`config.mk`:
```
export PLATFORM = sky130hd
export DESIGN_NAME = card_7seg
export DESIGN_NICKNAME = d
export VERILOG_FILES = /design/src/rtl/card_pkg.sv /design/src/rtl/card_seg_decode.sv /design/src/rtl/card_7seg.sv
export SDC_FILE = /design/constraint.sdc
export NUM_CORES = 1
export LEC_CHECK = 0
export BUFFER_PORTS_ARGS = -buffer_cell sky130_fd_sc_hd__buf_4
export CORE_AREA = 2 2 39 41
export DETAILED_ROUTE_END_ITERATION = 16
export DIE_AREA = 0 0 41 43
export HOLD_SLACK_MARGIN = 0.08
export PLACE_DENSITY_LB_ADDON = 0.12
export SLEW_MARGIN = 20
export SYNTH_ARGS = -nofsm -noshare
export SYNTH_HDL_FRONTEND = slang
export SYNTH_SLANG_ARGS = --single-unit
```
`constraint.sdc`:
```
create_clock -name clk -period 1.3 [get_ports clk]
set_clock_uncertainty 0.05 [all_clocks]
set_input_delay 0.065 -clock clk [delete_from_list [all_inputs] [get_ports clk]]
set_output_delay 0.065 -clock clk [all_outputs]
set_load 0.03 [all_outputs]
```
`src/rtl/card_pkg.sv`:
```
// Shared card-rank and seven-segment definitions for the card-game datapath.
package card_pkg;

  typedef logic [3:0] rank_t;
  typedef logic [6:0] seg7_t;

  // Ranks with a letter glyph; 2..9 are their own numeric code.
  localparam rank_t RANK_ACE   = 4'd1;
  localparam rank_t RANK_TEN   = 4'd10;
  localparam rank_t RANK_JACK  = 4'd11;
  localparam rank_t RANK_QUEEN = 4'd12;
  localparam rank_t RANK_KING  = 4'd13;

  // Active-low patterns, bit order [6:0] = g f e d c b a.
  localparam seg7_t SEG_BLANK = 7'b1111111;
  localparam seg7_t SEG_A     = 7'b0001000;
  localparam seg7_t SEG_2     = 7'b0100100;
  localparam seg7_t SEG_3     = 7'b0110000;
  localparam seg7_t SEG_4     = 7'b0011001;
  localparam seg7_t SEG_5     = 7'b0010010;
  localparam seg7_t SEG_6     = 7'b0000010;
  localparam seg7_t SEG_7     = 7'b1111000;
  localparam seg7_t SEG_8     = 7'b0000000;
  localparam seg7_t SEG_9     = 7'b0010000;
  localparam seg7_t SEG_0     = 7'b1000000;
  localparam seg7_t SEG_J     = 7'b1100001;
  localparam seg7_t SEG_Q     = 7'b0011000;
  localparam seg7_t SEG_K     = 7'b0001001;

endpackage

```
`src/rtl/card_seg_decode.sv`:
```
// Combinational rank-to-segment decoder, shared by every HEX digit in the game top.
module card_seg_decode
  import card_pkg::*;
(
  input  rank_t rank,
  output seg7_t seg
);

  // Map each valid rank to its glyph; anything else (0, 14, 15, unknown) is blank.
  always_comb begin
    seg = SEG_BLANK;
    case (rank)
      RANK_ACE:   seg = SEG_A;
      4'd2:       seg = SEG_2;
      4'd3:       seg = SEG_3;
      4'd4:       seg = SEG_4;
      4'd5:       seg = SEG_5;
      4'd6:       seg = SEG_6;
      4'd7:       seg = SEG_7;
      4'd8:       seg = SEG_8;
      4'd9:       seg = SEG_9;
      RANK_TEN:   seg = SEG_0;
      RANK_JACK:  seg = SEG_J;
      RANK_QUEEN: seg = SEG_Q;
      RANK_KING:  seg = SEG_K;
      default:    seg = SEG_BLANK;
    endcase
  end

endmodule

```
`src/rtl/card_7seg.sv`:
```
// Registered card-rank display: decode SW and hold the pattern in an async-reset register.
module card_7seg
  import card_pkg::*;
(
  input  logic       clk,
  input  logic       reset,
  input  logic [3:0] SW,
  output logic [6:0] HEX0
);

  seg7_t seg_next;

  card_seg_decode u_decode (
    .rank (SW),
    .seg  (seg_next)
  );

  // Output register: reset blanks the digit immediately, otherwise load the decode each edge.
  always_ff @(posedge clk or posedge reset) begin
    if (reset) begin
      HEX0 <= SEG_BLANK;
    end else begin
      HEX0 <= seg_next;
    end
  end

endmodule

```
# After elaboration in Yosys (flattened, before gate mapping)
# Memories as Yosys holds them, arrays and structs flattened. A register that Yosys moved wholly into a read port is not among the register bits.
# Index checks and enable logic that the tools add are counted.
[op_classes] n_addsub=0 multipliers=0 n_div=0 magnitude_cmp=0 eq_ne=0 shifts=0 muxes=0 bitwise_logic=0 n_reduce_logical=0
[totals] register_bits=0 latchBits=0 ramBits=0 mem_bits_ro=112 in_bits=6 out_inout_bits=7 elab_cells=1 mem_count=1
[memory_table] memory="(name not given)" words=16 word_bits=7 read_ports=1 rd_clocked_by_memory_dff=1 wr=0 line="card_seg_decode.sv:12" source="case (rank)"

# Longest topological paths before layout
[depth] depth_word=0 depth_mapped=5

# By module
# Synthesis repeated with hierarchy kept, for this count alone.
[unflattened] hier_cells=41 hier_area_um2=444.2
[by_module_without_submodules] module="card_seg_decode" instances=1 cells_per_inst=33 area_each_um2=256.5 seq_area_each_um2=0.0
[by_module_without_submodules] module="card_7seg" instances=1 cells_per_inst=8 area_each_um2=187.7 seq_area_each_um2=183.9

# Least setup slack after synthesis
# Ideal clock, no wire load.
[synth_path] path_type="in2reg" from="in SW[0]" to="reg HEX0[0]" arrival_time_ns=0.680 t_required_ns=1.168 slack_ns=0.488 stages=4 path_buffers=0 cell_sequence="ha_1 nor2_2 a21oi_1 mux2_2"
[synth_rtl] element="start: declaration" line="card_7seg.sv:7" source="input logic [3:0] SW,"
[synth_rtl] element="end: declaration" line="card_7seg.sv:8" source="output logic [6:0] HEX0"

==> results.py <==
metrics = {
    "die": {
        "die_w_um": 41,
        "chipHeight_um": 43,
        "core_area_mm2": 0.00138,
        "io_pins": 13,
        "fp-row-count": 14,
        "initial_core_util": 0.333,
        "die_area_mm2": 0.00176,
    },
    "finish": {
        "largest_reg_flops": 7,
        "diodes": 0,
        "final_util": 0.444,
        "fin_nets": 74,
        "largestRegisters": "HEX0 x7",
        "top_register": "HEX0",
        "area_growth_pct": 33.4,
        "drive_gt1_frac": 0.483,
    },
    "sta": {
        "slew-limit-headroom": 0.846,
        "tightest_slew_ns": 0.231,
        "fin_crit_sh": 0.866,
        "hold_violations": 0,
        "period_minus_slack_ns": 1.13,
        "setup_viol": 0,
        "max_freq_mhz": 889,
        "rsz0062_at_grt": "no",
        "finalMaxSlewViolations": 0,
        "setup_tns_ns": 0,
    },
    "routing": {
        "drc_errors": 0,
        "vias": 340,
        "first_pass_iters": 1,
        "ant_nets": 0,
        "wire_per_inst_um": 9.54,
        "wl_um": 725,
        "drtIter0Drc": 0,
        "vias_per_cell": 4.47,
    },
    "critical_path": {
        "cp_max_fo": 13,
        "crit_type": "input pin to flop",
        "worst_ep_arrival_time_ns": 1.24,
        "startpoint_type": "input pin",
        "endpoint_kind": "flop",
        "cp.required_ns": 1.42,
    },
    "logic_synthesis": {
        "synth_common_cells": "dfstp_2, ha_1, inv_1, nand2_1",
        "ys_ff_latch": 7,
        "synth_simple_gate_area_frac": 0.0788,
        "synth_mux_area_frac": 0.0679,
        "syn_inst": 42,
        "syn_nets": 55,
        "avgSynthCellArea_um2": 11.0,
        "async_flop_share": 1.00,
        "yosys_warnings": 0,
        "synth_compound_area_frac": 0.182,
        "synth-main-ff-cell": "dfstp_2",
        "yosysUniqueCellTypes": 21,
        "seq_area_frac_synth": 0.399,
        "synthXorXnorAreaFrac": 0,
        "synthTopCellsByArea": "dfstp_2, ha_1, buf_6",
        "syn_area_um2": 460,
        "synth_top_family_by_area": "adder cells",
        "synthAdderAreaFrac": 0.190,
        "yosysTopAreaCell": "dfstp_2",
        "synth_top_area_share": 0.399,
        "synth-edff-count": 0,
    },
    "pwr": {
        "powerDensity_mw_per_mm2": 996,
        "leakage_nw": 0.292,
        "ir_drop_mv": 0.218,
    },
    "grt": {
        "grt_pass1_wl_um": 1200,
        "grt_max_degree": 14,
        "grt_pass1_vias": 294,
        "track_usage": 0.104,
        "grt_overflow": 0,
        "antenna_found_initial": 0,
    },
    "clock_tree": {
        "clockBufferDepth": 2,
        "path_clk_slew_ns": 0.05,
        "cts_tree": "yes",
        "clock-sinks": 7,
        "root_buffer": "clkbuf_4",
        "htreeDepth": 1,
        "cts_made_buffers": 3,
    },
    "run": {
        "maxCapViolations": 0,
    },
    "hold_path": {
        "hp-class": "input pin to flop",
    },
    "place": {
        "port_buffers": 12,
        "dp_hpwl_um": 568,
        "place.gp.congestion": 0.744,
    },
    "run_status": {
        "outcome": "complete, no violations",
    },
}
placed cells by master, fill, tap and decap left out:
master         instances
o21a_1                 1
o31ai_2                1
a31oi_1                1
dfstp_2                7
inv_1                  3
o21ai_0                1
clkbuf_1               1
mux2i_1                2
o21ai_1                2
clkbuf_4               3
nand2b_1               1
ha_1                   7
buf_4                 12
inv_2                  1
nand3_1                1
nor2_1                 2
nor2_2                 1
mux2_2                 1
a21oi_2                2
o31ai_1                1
dlygate4sd3_1          4
a21oi_1                1
a22oi_2                1
nand2_1                3
layer usage:
metal	global-route usage	routed length (um)	vias up
met4	0.120	16	0
met2	0.138	345	14
met5	0	0	-
li1	-	-	176
met3	0.0157	70	2
met1	0.125	292	148
where the power goes:
group          switching [W]  leakage, nW  internal [W]
sequential        0.00000446       0.0734      0.000252
clock              0.0000700       0.0150      0.000116
combinational      0.0000996        0.204     0.0000698
total               0.000174        0.292      0.000438
stage by stage:
step	instance area (um2)	setup slack (ns)	std cells	hold slack (ns)	power (W)
after floorplan	460	0.488	42	0.0359	0.000369
after global placement	548	0.270	68	0.194	0.000421
after detailed placement	548	0.276	68	0.194	0.000421
after CTS	614	0.188	76	0.112	0.000626
after global routing	614	0.134	76	0.131	0.000656
final	614	0.175	76	0.119	0.000612
repair_timing:
item / CTS / global route
hold endpoints to repair: 13 / 0
resized for setup: 0 / 0
hold buffers: 4 / 0
buffers inserted: 0 / 0
kinds of logic after synthesis:
logic type                 Yosys count
AOI/OAI and AO/OA                   11
adders and majority gates            7
buffers and inverters                6
DFF                                  7
muxes                                3
and+or+nand+nor                      8
critical path, cell delays in order:
cell           delay (ns)
dlygate4sd3_1        0.53
buf_4                0.19
nor2_2               0.14
a21oi_1              0.05
mux2_2               0.26
final timing paths:
kind	from	end	slack [ns]	cells after the start
max	SW[2]	HEX0[0]	0.17	5
min	SW[0]	HEX0[5]	0.12	3
min in group asynchronous	reset	HEX0[0]	0.47	3
max in group asynchronous	reset	HEX0[6]	0.70	3
cell type report:
type / instances / area (um2)
Timing Repair Buffer: 16 / 130
Sequential cell: 7 / 184
Tap cell: 16 / 20.0
Fill cell: 143 / 769
Inverter: 4 / 15.0
Multi-Input combinational cell: 29 / 239
Clock buffer: 4 / 26.3
Power figures use the tool's default switching activity.
